==> config.mk <==
export PLATFORM = sky130hd
export DESIGN_NAME = regfile_dump_unit
export DESIGN_NICKNAME = d
export VERILOG_FILES = /design/src/rtl/regfile_dump_unit.sv
export SDC_FILE = /design/constraint.sdc
export NUM_CORES = 1
export LEC_CHECK = 0
export CORE_ASPECT_RATIO = 1.5
export CORE_MARGIN = 1.5
export CORE_UTILIZATION = 30
export CTS_CLUSTER_DIAMETER = 60
export CTS_CLUSTER_SIZE = 20
export DETAILED_ROUTE_END_ITERATION = 16
export SYNTH_ARGS = -nofsm -noshare
export SYNTH_HDL_FRONTEND = slang
export SYNTH_SLANG_ARGS = --single-unit
export TNS_END_PERCENT = 1
==> constraint.sdc <==
create_clock -name clk -period 8.7 [get_ports clk]
set_clock_uncertainty 0.05 [all_clocks]
set_input_delay 0.87 -clock clk [delete_from_list [all_inputs] [get_ports clk]]
set_output_delay 0.87 -clock clk [all_outputs]
set_load 0.03 [all_outputs]
==> src/rtl/regfile_dump_unit.sv <==
// regfile_dump_unit: hardware-triggered end-of-run monitor for the MIPS core.
// While armed it counts cycles and watches the PC. On a halt (PC parked at
// halt_pc) or a timeout it stalls the core. It then streams a PC record, a
// cycle-count record and every register-file entry over a valid/ready port.
module regfile_dump_unit #(
  parameter int DATA_W    = 32,
  parameter int PC_W      = 32,
  parameter int NREGS     = 32,
  parameter int IDX_W     = 5,
  parameter int CNT_W     = 16,
  parameter int HALT_HOLD = 2
) (
  input  logic              clk,
  input  logic              rst,
  input  logic              en,
  input  logic [PC_W-1:0]   pc,
  input  logic [PC_W-1:0]   halt_pc,
  input  logic [CNT_W-1:0]  timeout,
  output logic              cpu_stall,
  output logic [IDX_W-1:0]  rf_raddr,
  input  logic [DATA_W-1:0] rf_rdata,
  output logic              out_valid,
  input  logic              out_ready,
  output logic [1:0]        out_kind,
  output logic [IDX_W-1:0]  out_idx,
  output logic [DATA_W-1:0] out_data,
  output logic              done,
  output logic              timed_out
);

  localparam int REC_W  = $clog2(NREGS + 2);
  localparam int HOLD_W = $clog2(HALT_HOLD + 1);
  localparam logic [REC_W-1:0] LAST_REC = REC_W'(NREGS + 1);

  typedef enum logic [2:0] {IDLE, RUN, LOAD, SEND, DONE} state_t;

  state_t              state_q;
  logic [CNT_W-1:0]    cyc_q;
  logic [HOLD_W-1:0]   hold_q;
  logic [HOLD_W-1:0]   hold_d;
  logic [PC_W-1:0]     pcSnap_q;
  logic [REC_W-1:0]    rec_q;
  logic                stall_q;
  logic                valid_q;
  logic                done_q;
  logic                timedOut_q;
  logic [1:0]          kind_q;
  logic [IDX_W-1:0]    idx_q;
  logic [DATA_W-1:0]   data_q;
  logic                haltHit;
  logic                timeHit;
  logic [IDX_W-1:0]    regIdx;

  // Trigger decode: next consecutive-match count, halt/timeout hits, register index of the current record
  always_comb begin
    hold_d  = (pc == halt_pc) ? hold_q + HOLD_W'(1) : '0;
    haltHit = (hold_d == HOLD_W'(HALT_HOLD));
    timeHit = (timeout != '0) &&
              (({1'b0, cyc_q} + (CNT_W + 1)'(1)) == {1'b0, timeout});
    regIdx  = IDX_W'(rec_q - REC_W'(2));
  end

  // The spare read port only points at a register while a register record is being loaded
  assign rf_raddr  = (state_q == LOAD && rec_q >= REC_W'(2)) ? regIdx : '0;
  assign cpu_stall = stall_q;
  assign out_valid = valid_q;
  assign out_kind  = kind_q;
  assign out_idx   = idx_q;
  assign out_data  = data_q;
  assign done      = done_q;
  assign timed_out = timedOut_q;

  // Main sequencer: arm, count, trigger, then present one record per LOAD/SEND pair; halt beats timeout
  always_ff @(posedge clk) begin
    if (rst) begin
      state_q    <= IDLE;
      cyc_q      <= '0;
      hold_q     <= '0;
      pcSnap_q   <= '0;
      rec_q      <= '0;
      stall_q    <= 1'b0;
      valid_q    <= 1'b0;
      done_q     <= 1'b0;
      timedOut_q <= 1'b0;
      kind_q     <= 2'd0;
      idx_q      <= '0;
      data_q     <= '0;
    end else begin
      unique case (state_q)
        IDLE: begin
          cyc_q  <= '0;
          hold_q <= '0;
          if (en) state_q <= RUN;
        end
        RUN: begin
          if (!en) begin
            state_q <= IDLE;
            cyc_q   <= '0;
            hold_q  <= '0;
          end else if (haltHit || timeHit) begin
            pcSnap_q   <= pc;
            rec_q      <= '0;
            stall_q    <= 1'b1;
            timedOut_q <= !haltHit;
            state_q    <= LOAD;
          end else begin
            hold_q <= hold_d;
            if (!(&cyc_q)) cyc_q <= cyc_q + CNT_W'(1);
          end
        end
        LOAD: begin
          valid_q <= 1'b1;
          if (rec_q == '0) begin
            kind_q <= 2'd0;
            idx_q  <= '0;
            data_q <= DATA_W'(pcSnap_q);
          end else if (rec_q == REC_W'(1)) begin
            kind_q <= 2'd1;
            idx_q  <= '0;
            data_q <= DATA_W'(cyc_q);
          end else begin
            kind_q <= 2'd2;
            idx_q  <= regIdx;
            data_q <= rf_rdata;
          end
          state_q <= SEND;
        end
        SEND: begin
          if (out_ready) begin
            valid_q <= 1'b0;
            if (rec_q == LAST_REC) begin
              done_q  <= 1'b1;
              state_q <= DONE;
            end else begin
              rec_q   <= rec_q + REC_W'(1);
              state_q <= LOAD;
            end
          end
        end
        DONE: begin
          if (!en) begin
            done_q     <= 1'b0;
            timedOut_q <= 1'b0;
            stall_q    <= 1'b0;
            state_q    <= IDLE;
          end
        end
        default: state_q <= IDLE;
      endcase
    end
  end

endmodule

==> run_results.csv <==
group,metric,value,unit
drt,post_drt_wl_per_cell,18.88,um
timing,final.setup.worst_slack,4.660,ns
synthesis,synth_top_area_cell,"sky130_fd_sc_hd__dfxtp_1",
floorplan,floorplan.die.height,172.5,um
grt,grt_first_pass_wirelength,31680,um
synthesis,synth.top_cells.by_area,"sky130_fd_sc_hd__dfxtp_1 36%, sky130_fd_sc_hd__xnor2_1 7.6%, sky130_fd_sc_hd__a221oi_1 4.9%",
placed_design,dpl.cell_count,1064,
power_and_ir_drop,total_power,1.161,mW
critical_path,criticalPathCategory,"reg -> reg",
drt,overall_via_count_from_detail_route,5908,
flow_run,max_cap_viol_count,0,
layout,post_route_standard_cell_area_excluding_fillers,7841,um2
timing,hold_viol_final,0,
timing,slew_violations,0,
critical_path,crit_fanout,44,
synthesis,ys_types,62,
synthesis,ys_ff_latch,102,
floorplan,row_count,61,
layout,most_common_library_cell_in_the_layout_ignoring_fill_and_taps,"sky130_fd_sc_hd__clkdlybuf4s50_1",
timing,worst_pin_slew,1.091,ns
critical_path,worst_r2r_path_depth,8,
synthesis,seq_area_frac_synth,35.52,%
layout,fillCellCount,1977,
synthesis,syn-num-nets,826,
grt,grt_pass1_vias,5766,
clocking,h-tree-depth,3,
placed_design,detailed_place_hpwl,14560,um
grt,grt.overflow.total,0,
timing,slew_headroom,27.26,%
layout,sequential_cell_area,2042,um2
outcome,run_status,"completed",
grt,grt_max_degree,76,
critical_path,element_type_at_the_critical_path_end,"flop",
layout,syn2layout_area_growth,36.42,%
floorplan,pin_count,164,
timing,final.hold.worst_slack,0.4123,ns
timing,finalCritPeriodShare,46.44,%
drt,drt-initial-drc-count,323,
power_and_ir_drop,pwr_density_cell,148.1,nW/um2
timing,fmaxAchievable,247.5,MHz
placed_design,placed_cell_area,7517,um2
drt,drt_wl_total,20380,um
synthesis,yosysWarnings,0,
clocking,clock-root-buffer,"sky130_fd_sc_hd__clkbuf_16",
placed_design,routabilityCongestion,0.8470,
placed_design,port_buffers,163,
drt,drt_pass1_iterations,4,
timing,tns,0,ns
layout,insertedDiodeCount,0,
hold_path,path_type_of_the_worst_min_delay_path,"reg -> reg",
clocking,cts_inserted_buffers,9,
clocking,ctsLongestPathBuffers,2,
synthesis,synth_enable_flop_cells,0,
floorplan,die_area,20020,um2
drt,ant_nets,0,
floorplan,floorplan.die.width,116.0,um
critical_path,worstReg2RegStart,"cyc_q[0]",
clocking,cts_post_setup_buffers_inserted,0,
layout,utilization,42.11,%
drt,post-route-drc-count,0,
layout,multiInputGateArea,3428,um2
clocking,cts.sinks,102,
power_and_ir_drop,peak_vdd_ir,99.59,uV
synthesis,syn-instance-count,703,
synthesis,synth_area_per_cell,8.176,um2
clocking,cts_repair_resize_count,0,
grt,grt.total_usage,20.30,%
critical_path,critical_path.startpoint,"cyc_q[0]",
power_and_ir_drop,p_leak,2.752,nW
synthesis,synthesis.area,5748,um2
critical_path,worst_endpoint_data_arrival_time,4.18,ns
hold_path,min_delay_path_depth,1,
grt,grt_antenna_before_repair,0,
clocking,clk_latency,0.35,ns
layout,final_cells,1079,
critical_path,worst_ep_required_time,8.84,ns
clocking,holdBufCountCts,0,
layout,layout_common_cells,"162 x sky130_fd_sc_hd__clkdlybuf4s50_1, 102 x sky130_fd_sc_hd__dfxtp_1, 51 x sky130_fd_sc_hd__a21oi_1, 51 x sky130_fd_sc_hd__o21ai_0, 50 x sky130_fd_sc_hd__xnor2_1",
layout,drive_gt1_share,4.716,%
clocking,path_clk_slew,0.07,ns
drt,vias_per_cell,5.475,
synthesis,yosys.area.top_type_share,35.52,%
timing,timing.final.setup_violations,0,
floorplan,placeableCoreArea,18620,um2
timing,shortest_period_the_worst_path_allows,4.040,ns
hold_path,min-delay-start,"hold_q[1]",
layout,final_nets,946,
synthesis,synth_async_sr_flop_share,0,%
critical_path,critPathLaunchType,"flop",
synthesis,synth-main-ff-cell,"sky130_fd_sc_hd__dfxtp_1",
placed_design,placement.setup.worst_slack,4.501,ns
timing,rsz0062_at_grt,"no",
floorplan,initial_utilization,30.87,%
clocking,cts_tree,"yes",
[registers in the layout (all words and copies together) (netlist names)]
register / count
rec_q: 6
cyc_q: 16
cpu_stall: 1
pcSnap_q: 32
out_kind: 2
done: 1
state_q: 3
out_valid: 1
out_idx: 5
out_data: 32
hold_q: 2
timed_out: 1
[worst paths after layout]
path,endpoint,slack (ns)
setup reg to reg,rec_q[4],4.66
hold / removal,hold_q[1],0.41
hold reg to reg,hold_q[1],0.41
setup / recovery,rec_q[4],4.66
[per-layer routing]
layer	GRT usage, %	up-vias	part of all wire (%)
met4	8.994	0	3.8
met5	0	-	0
li1	-	2874	-
met2	33.92	206	50
met3	3.996	44	5.5
met1	24.90	2784	41
[area by class of cell]
class	instances	share of cell area (%)
flip-flops and latches	102	26.04
repair buffers	174	21.80
inverters	6	0.2872
clock inverters	3	0.8617
clock buffers	12	3.271
multi-input cells	530	43.72
well taps	252	4.021
[synth_stat cells, types with 5 or more instances]
cell                       number
sky130_fd_sc_hd__a21oi_1       51
sky130_fd_sc_hd__a221oi_1      32
sky130_fd_sc_hd__a31oi_1       17
sky130_fd_sc_hd__buf_2         10
sky130_fd_sc_hd__clkbuf_1      50
sky130_fd_sc_hd__dfxtp_1      102
sky130_fd_sc_hd__ha_1           7
sky130_fd_sc_hd__inv_1          6
sky130_fd_sc_hd__mux2i_1        6
sky130_fd_sc_hd__nand2_1       31
sky130_fd_sc_hd__nand2b_1       6
sky130_fd_sc_hd__nand3_1       44
sky130_fd_sc_hd__nand4_1       17
sky130_fd_sc_hd__nor2_1        47
sky130_fd_sc_hd__nor2b_1       18
sky130_fd_sc_hd__nor3_1        29
sky130_fd_sc_hd__nor4_1        15
sky130_fd_sc_hd__o211a_1       17
sky130_fd_sc_hd__o211ai_1       9
sky130_fd_sc_hd__o21ai_0       51
sky130_fd_sc_hd__o21ai_1        5
sky130_fd_sc_hd__or3_1          9
sky130_fd_sc_hd__xnor2_1       50
sky130_fd_sc_hd__xor2_1        10
[logic make-up after synthesis]
logic type,count (synthesis),share of synthesized area (%)
AND/OR/NAND/NOR,235,21.27
XOR/XNOR,60,9.142
multiplexers,6,1.045
adder cells (fa/ha/maj),7,1.524
AO/OA/AOI/OAI,222,26.43
buffers and inverters,71,5.072
flip-flops,102,35.52
[worst max-delay path, stage by stage, from the launching register on]
cell and delay (ns):
sky130_fd_sc_hd__dfxtp_1 0.50, sky130_fd_sc_hd__ha_1 0.37, sky130_fd_sc_hd__nand3_1 0.30, sky130_fd_sc_hd__or2_2 0.40, sky130_fd_sc_hd__o41ai_1 0.51, sky130_fd_sc_hd__o211ai_1 0.30, sky130_fd_sc_hd__o41a_2 0.90, sky130_fd_sc_hd__o21ai_2 0.41
sky130_fd_sc_hd__a311oi_1 0.14
[report_power, final]
part / switching, mW / internal (mW)
Clock: 0.179 / 0.267
Sequential: 0.0102 / 0.481
Combinational: 0.116 / 0.108
(Power assumes the default switching activity.)
